==> src/rtl/lsu_pkg.sv <==
// Shared encodings and request checks for the load/store unit.
package lsu_pkg;

  localparam logic [1:0] SZ_BYTE = 2'd0;
  localparam logic [1:0] SZ_HALF = 2'd1;
  localparam logic [1:0] SZ_WORD = 2'd2;
  localparam logic [1:0] SZ_RSVD = 2'd3;

  typedef enum logic [2:0] {
    IDLE,
    RD,
    MERGE,
    WR,
    RESP
  } state_t;

  // Alignment rule: halves need an even address, words a multiple of four.
  function automatic logic is_misaligned(input logic [1:0] size, input logic [1:0] addr_lo);
    case (size)
      SZ_HALF: return addr_lo[0];
      SZ_WORD: return addr_lo != 2'b00;
      default: return 1'b0;
    endcase
  endfunction

  // A request is rejected for a reserved size or a misaligned address.
  function automatic logic is_bad_req(input logic [1:0] size, input logic [1:0] addr_lo);
    return (size == SZ_RSVD) || is_misaligned(size, addr_lo);
  endfunction

endpackage

==> src/rtl/lsu_lane.sv <==
// Little-endian lane steering: load extract/extend and store merge.
module lsu_lane
  import lsu_pkg::*;
(
  input  logic [31:0] i_ld_word,
  input  logic [31:0] i_buf_word,
  input  logic [31:0] i_wdata,
  input  logic [1:0]  i_offset,
  input  logic [1:0]  i_size,
  input  logic        i_signed,
  output logic [31:0] o_load_data,
  output logic [31:0] o_merge_data
);

  logic [4:0]  w_shift_amt;
  logic [31:0] w_shifted;

  // Sign- or zero-extend a right-justified sub-word value.
  function automatic logic [31:0] extend(input logic [15:0] val, input logic is_half,
                                         input logic sgn);
    if (is_half)
      return sgn ? {{16{val[15]}}, val} : {16'd0, val};
    else
      return sgn ? {{24{val[7]}}, val[7:0]} : {24'd0, val[7:0]};
  endfunction

  // Load path: shift the addressed lane down to bit 0, then extend.
  always_comb begin
    w_shift_amt = (i_size == SZ_HALF) ? {i_offset[1], 4'b0000} : {i_offset, 3'b000};
    w_shifted   = i_ld_word >> w_shift_amt;
    case (i_size)
      SZ_BYTE: o_load_data = extend(w_shifted[15:0], 1'b0, i_signed);
      SZ_HALF: o_load_data = extend(w_shifted[15:0], 1'b1, i_signed);
      // Words are always aligned here, so the shift amount is zero.
      default: o_load_data = w_shifted;
    endcase
  end

  // Store path: overwrite only the addressed lane of the word read back.
  always_comb begin
    o_merge_data = i_buf_word;
    case (i_size)
      SZ_BYTE: o_merge_data[{i_offset, 3'b000} +: 8]     = i_wdata[7:0];
      SZ_HALF: o_merge_data[{i_offset[1], 4'b0000} +: 16] = i_wdata[15:0];
      default: o_merge_data = i_wdata;
    endcase
  end

endmodule

==> src/rtl/load_store_unit.sv <==
// Data-memory initiator: one load/store at a time, sub-word stores by read-modify-write.
module load_store_unit
  import lsu_pkg::*;
#(
  parameter int READ_LAT  = 2,  // 1..15
  parameter int WRITE_CYC = 1   // 1..7
) (
  input  logic        clk,
  input  logic        rst,
  input  logic        req_valid,
  output logic        req_ready,
  input  logic        req_write,
  input  logic [1:0]  req_size,
  input  logic        req_signed,
  input  logic [31:0] req_addr,
  input  logic [31:0] req_wdata,
  output logic        resp_valid,
  output logic [31:0] resp_rdata,
  output logic        resp_err,
  output logic [31:0] mem_address,
  output logic [31:0] mem_writedata,
  output logic        mem_memwrite,
  output logic        mem_memread,
  input  logic [31:0] mem_readdata
);

  localparam logic [3:0] RD_LAST = 4'(READ_LAT - 1);
  localparam logic [3:0] WR_LAST = 4'(WRITE_CYC - 1);

  // Control state
  state_t      r_state;
  logic [3:0]  r_cnt;
  logic        r_ready;
  logic        r_memread;
  logic        r_memwrite;
  logic [31:0] r_address;
  logic [31:0] r_wbuf;
  logic        r_resp_valid;
  logic [31:0] r_resp_rdata;
  logic        r_resp_err;

  // Captured request and read-back data
  logic        r_write;
  logic [1:0]  r_size;
  logic        r_signed;
  logic [31:0] r_addr;
  logic [31:0] r_wdata;
  logic [31:0] r_rdbuf;

  logic        w_accept;
  logic        w_bad;
  logic        w_need_read;
  logic        w_rd_done;
  logic [31:0] w_req_word_addr;
  logic [31:0] w_word_addr;
  logic [31:0] w_load_data;
  logic [31:0] w_merge_data;

  assign w_accept        = req_valid && r_ready;
  assign w_bad           = is_bad_req(req_size, req_addr[1:0]);
  assign w_need_read     = !req_write || (req_size != SZ_WORD);
  assign w_rd_done       = (r_state == RD) && (r_cnt == RD_LAST);
  assign w_req_word_addr = {req_addr[31:2], 2'b00};
  assign w_word_addr     = {r_addr[31:2], 2'b00};

  // The load result is formed straight from the memory word on the sampling
  // cycle so it is ready at the same edge the response is raised.
  lsu_lane u_lane (
    .i_ld_word    (mem_readdata),
    .i_buf_word   (r_rdbuf),
    .i_wdata      (r_wdata),
    .i_offset     (r_addr[1:0]),
    .i_size       (r_size),
    .i_signed     (r_signed),
    .o_load_data  (w_load_data),
    .o_merge_data (w_merge_data)
  );

  // Request fields and the read-back word; no reset needed on pure data.
  always_ff @(posedge clk) begin
    if ((r_state == IDLE) && w_accept) begin
      r_write  <= req_write;
      r_size   <= req_size;
      r_signed <= req_signed;
      r_addr   <= req_addr;
      r_wdata  <= req_wdata;
    end
    if (w_rd_done)
      r_rdbuf <= mem_readdata;
  end

  // Transaction FSM with registered strobes, address, write data and response.
  always_ff @(posedge clk) begin
    if (rst) begin
      r_state      <= IDLE;
      r_cnt        <= 4'd0;
      r_ready      <= 1'b1;
      r_memread    <= 1'b0;
      r_memwrite   <= 1'b0;
      r_address    <= 32'd0;
      r_wbuf       <= 32'd0;
      r_resp_valid <= 1'b0;
      r_resp_rdata <= 32'd0;
      r_resp_err   <= 1'b0;
    end else begin
      r_resp_valid <= 1'b0;
      case (r_state)
        IDLE: begin
          if (w_accept) begin
            r_ready <= 1'b0;
            r_cnt   <= 4'd0;
            if (w_bad) begin
              r_state      <= RESP;
              r_resp_valid <= 1'b1;
              r_resp_err   <= 1'b1;
              r_resp_rdata <= 32'd0;
            end else if (w_need_read) begin
              r_state   <= RD;
              r_memread <= 1'b1;
              r_address <= w_req_word_addr;
            end else begin
              r_state    <= WR;
              r_memwrite <= 1'b1;
              r_address  <= w_req_word_addr;
              r_wbuf     <= req_wdata;
            end
          end
        end
        RD: begin
          if (r_cnt == RD_LAST) begin
            r_memread <= 1'b0;
            r_address <= 32'd0;
            r_cnt     <= 4'd0;
            if (!r_write) begin
              r_state      <= RESP;
              r_resp_valid <= 1'b1;
              r_resp_err   <= 1'b0;
              r_resp_rdata <= w_load_data;
            end else begin
              r_state <= MERGE;
            end
          end else begin
            r_cnt <= r_cnt + 4'd1;
          end
        end
        MERGE: begin
          r_state    <= WR;
          r_memwrite <= 1'b1;
          r_address  <= w_word_addr;
          r_wbuf     <= w_merge_data;
        end
        WR: begin
          if (r_cnt == WR_LAST) begin
            r_memwrite   <= 1'b0;
            r_wbuf       <= 32'd0;
            r_address    <= 32'd0;
            r_cnt        <= 4'd0;
            r_state      <= RESP;
            r_resp_valid <= 1'b1;
            r_resp_err   <= 1'b0;
            r_resp_rdata <= 32'd0;
          end else begin
            r_cnt <= r_cnt + 4'd1;
          end
        end
        RESP: begin
          r_state <= IDLE;
          r_ready <= 1'b1;
        end
        default: begin
          r_state <= IDLE;
          r_ready <= 1'b1;
        end
      endcase
    end
  end

  assign req_ready     = r_ready;
  assign resp_valid    = r_resp_valid;
  assign resp_rdata    = r_resp_rdata;
  assign resp_err      = r_resp_err;
  assign mem_address   = r_address;
  assign mem_writedata = r_wbuf;
  assign mem_memwrite  = r_memwrite;
  assign mem_memread   = r_memread;

endmodule

==> config.mk <==
export PLATFORM = sky130hd
export DESIGN_NAME = load_store_unit
export DESIGN_NICKNAME = d
export VERILOG_FILES = /design/src/rtl/lsu_pkg.sv /design/src/rtl/lsu_lane.sv /design/src/rtl/load_store_unit.sv
export SDC_FILE = /design/constraint.sdc
export NUM_CORES = 1
export LEC_CHECK = 0
export CAP_MARGIN = 5
export CORE_ASPECT_RATIO = 0.75
export CORE_MARGIN = 2
export CORE_UTILIZATION = 35
export CTS_CLUSTER_SIZE = 16
export DETAILED_ROUTE_END_ITERATION = 10
export PLACE_DENSITY = 0.6
export SLEW_MARGIN = 20
export SYNTH_ARGS = -nofsm -noshare
export SYNTH_HDL_FRONTEND = slang
export SYNTH_SLANG_ARGS = --single-unit
==> constraint.sdc <==
create_clock -name clk -period 3.65 [get_ports clk]
set_input_delay 0.73 -clock clk [delete_from_list [all_inputs] [get_ports clk]]
set_output_delay 0.73 -clock clk [all_outputs]
set_load 0.01 [all_outputs]
==> run metrics <==
Avg Cell Area, Syn=10.6 µm²; total wire length=30600 µm; delay-heaviest family, CP=simple AND/OR/NAND/NOR gates; GRT overflow=0; Cell Area, Synth=0.00931 mm²; number of synthesized flops with an enable pin=100; Fmax=355 MHz; DRT antenna net count=0; post-synthesis instance total=882; Async SR Flop Fraction=0%; RSZ-0062 raised after global routing=no; delay of the slowest critical-path stage=0.91 ns; Sink Count=206; CTS buffer count=22; pre-CTS setup slack=0.492 ns; Vias=7939; initial antenna violation count=0; IO Port Bufs=201; maximum vdd drop=0.000430 V; final setup violation count=0; max-cap check violation count=0; clock share of power=28.3%; internal power=5.54 mW; floorplan core area=0.0260 mm²; Final Max Slew Viols=0; CTS Hold Bufs=0; Synth warnings=0; CTS H-tree depth=1; worst rel slew slack=38.8%; Comb pwr share=32.6%; Critical Path Start Type=flip-flop; Clock Latency Late Sink=0.51 ns; switching power=2.82 mW; Final nets=1165; area added between synthesis and finish=33.0%; PwrDens=676 mW/mm²; share of cells above drive strength 1=7.50%; Worst Path Arrival=3.27 ns; sequential element share of the synthesized area=55.1%; Hold Fails Final Rpt=0; Residual DRC=0; Initial Util=35.8%; Die Y=145 µm; Tcrit/Tclk final=77.1%; CP Class=flip-flop to flip-flop; CTS tree=done; HP Class=flip-flop to flip-flop; routed vias/inst=5.63; Root Driver=clkbuf_16; crit path buf inv count=1; CP Capture Type=flip-flop; # diodes=0; Synth cell types=63; largest net degree at the start of global routing=62; vias in the first global route=7370; ys flop type=dfxtp_1; sequential power share=39.1%; Setup Skew=0.00921 ns; P_leak=4.34 nW; CP max FO=36; PnR worst setup slack=0.834 ns; GRT Overall Usage=21.5%; first-pass GRT wire length=46100 µm; Reg clk slew, reported paths=0.06 ns; clock tree buffer depth=3; Ports=204; Crit-path slowest cell=dfxtp_1; Period minus WS final=2.82 ns; FP Rows=51; wire per inst=21.7 µm; postcts setup bufs=0; DRT iter0 DRCs=776; CP required=4.10 ns; DP HPWL=20800 µm; DIE AREA=0.0279 mm²; Die Width=192 µm; flop and latch count out of synthesis=206; crit path cell chain=nand3b_1, or2_2, nand4_1, nor2b_1, buf_4, a22o_1; sw frac=33.8%; Slew @ Worst Pin=0.916 ns; placer congestion estimate=0.862; outcome=complete, no violations; cts repair resizes=0; setup TNS=0 ns; first-pass iteration count of the detailed router=5
-- cell families after synthesis --
logic type,Yosys count,share of synthesized area [%]
adder cells (fa/ha/maj),11,1.48
multiplexers,33,4.64
other,1,0.0403
buffers and inverters,110,4.88
flip-flops,206,55.1
AO/OA/AOI/OAI,284,21.7
AND/OR/NAND/NOR,237,12.2
-- layout by cell type (no fill, tap or decap), drive strengths merged, types with 20 or more instances in the layout --
cell type      count
a221oi            24
clkbuf            31
a211oi            26
buf               20
nand3             38
a22o              23
a311oi            38
clkdlybuf4s50    200
mux2i             24
nor2              54
nand2             85
dfxtp            106
edfxtp           100
o21ai             42
a21oi             63
inv               33
-- worst paths after layout --
check                           depth (start not counted)  slack (ns)             end           start
worst max-delay path                                    6        0.83  resp_rdata[22]      r_state[1]
worst min-delay path                                    2        0.48  resp_rdata[12]  resp_rdata[12]
worst max register to register                          6        0.83  resp_rdata[22]      r_state[1]
worst min register to register                          2        0.48  resp_rdata[12]  resp_rdata[12]
-- worst reg2reg max path: stages (launching register included) --
cell      delay, ns
dfxtp_1        0.91
nand3b_1       0.28
or2_2          0.66
nand4_1        0.22
nor2b_1        0.17
buf_4          0.30
a22o_1         0.21
-- cells in the mapped netlist, types with 8 or more instances --
cell	number	area share, %
a211oi_1	25	2.0
a21oi_1	62	3.3
a221oi_1	23	2.2
a22o_1	23	2.2
a311oi_1	38	3.6
a31oi_1	9	0.60
a32oi_1	16	1.5
and3_1	9	0.60
buf_2	18	0.97
clkbuf_1	50	2.0
dfxtp_1	106	23
edfxtp_1	100	32
ha_1	11	1.5
inv_1	32	1.3
mux2i_1	24	2.6
mux4_2	8	1.9
nand2_1	84	3.4
nand2b_1	10	0.67
nand3_1	38	2.0
nor2_1	53	2.1
o21ai_0	41	2.2
o22ai_1	18	1.2
o2bb2ai_1	10	0.94
or3_1	8	0.54
-- routing by layer --
metal / up-vias / GRT usage, % / share of wire (%)
met2: 375 / 29.3 / 41
li1: 3691 / - / -
met4: 0 / 4.47 / 1.7
met1: 3833 / 34.4 / 48
met5: - / 0 / 0
met3: 40 / 4.45 / 9.2
-- stage by stage --
stage	total power [mW]	util (%)	hold WS, ns	instances	cell area [µm²]
6_report	8.37	47.6	0.483	1411	12400
5_1_grt	8.82	47.6	0.500	1411	12400
4_1_cts	8.42	47.6	0.487	1411	12400
3_5_place_dp	6.04	44.6	0.466	1371	11600
3_3_place_gp	6.00	44.6	0.465	1371	11600
2_1_floorplan	4.90	-	0.489	883	9320
-- flip-flops by register name (all words and copies together) (netlist names), 2 cells and up --
name,flops
mem_address,30
mem_writedata,32
r_addr,32
r_cnt,4
r_rdbuf,32
r_size,2
r_state,3
r_wdata,32
resp_rdata,32
-- power groups by stage --
| stage | Sequential (mW) | Clock [mW] | Combinational, mW |
|---|---|---|---|
| after global placement | 3.30 | 0 | 2.71 |
| after CTS | 3.27 | 2.42 | 2.73 |
| final | 3.27 | 2.37 | 2.72 |
| after detailed placement | 3.31 | 0 | 2.73 |
| after floorplan | 3.29 | 0 | 1.61 |
| after global routing | 3.32 | 2.51 | 2.99 |
-- area by class of cell --
| type | count | area (µm²) |
|---|---|---|
| Clock buffer | 31 | 647 |
| Tap cell | 344 | 430 |
| Timing Repair Buffer | 220 | 2170 |
| Multi-Input combinational cell | 567 | 3760 |
| Inverter | 34 | 128 |
| Sequential cell | 206 | 5120 |
| Fill cell | 2388 | 13700 |
| Clock inverter | 9 | 119 |
(Power assumes the default switching activity.)
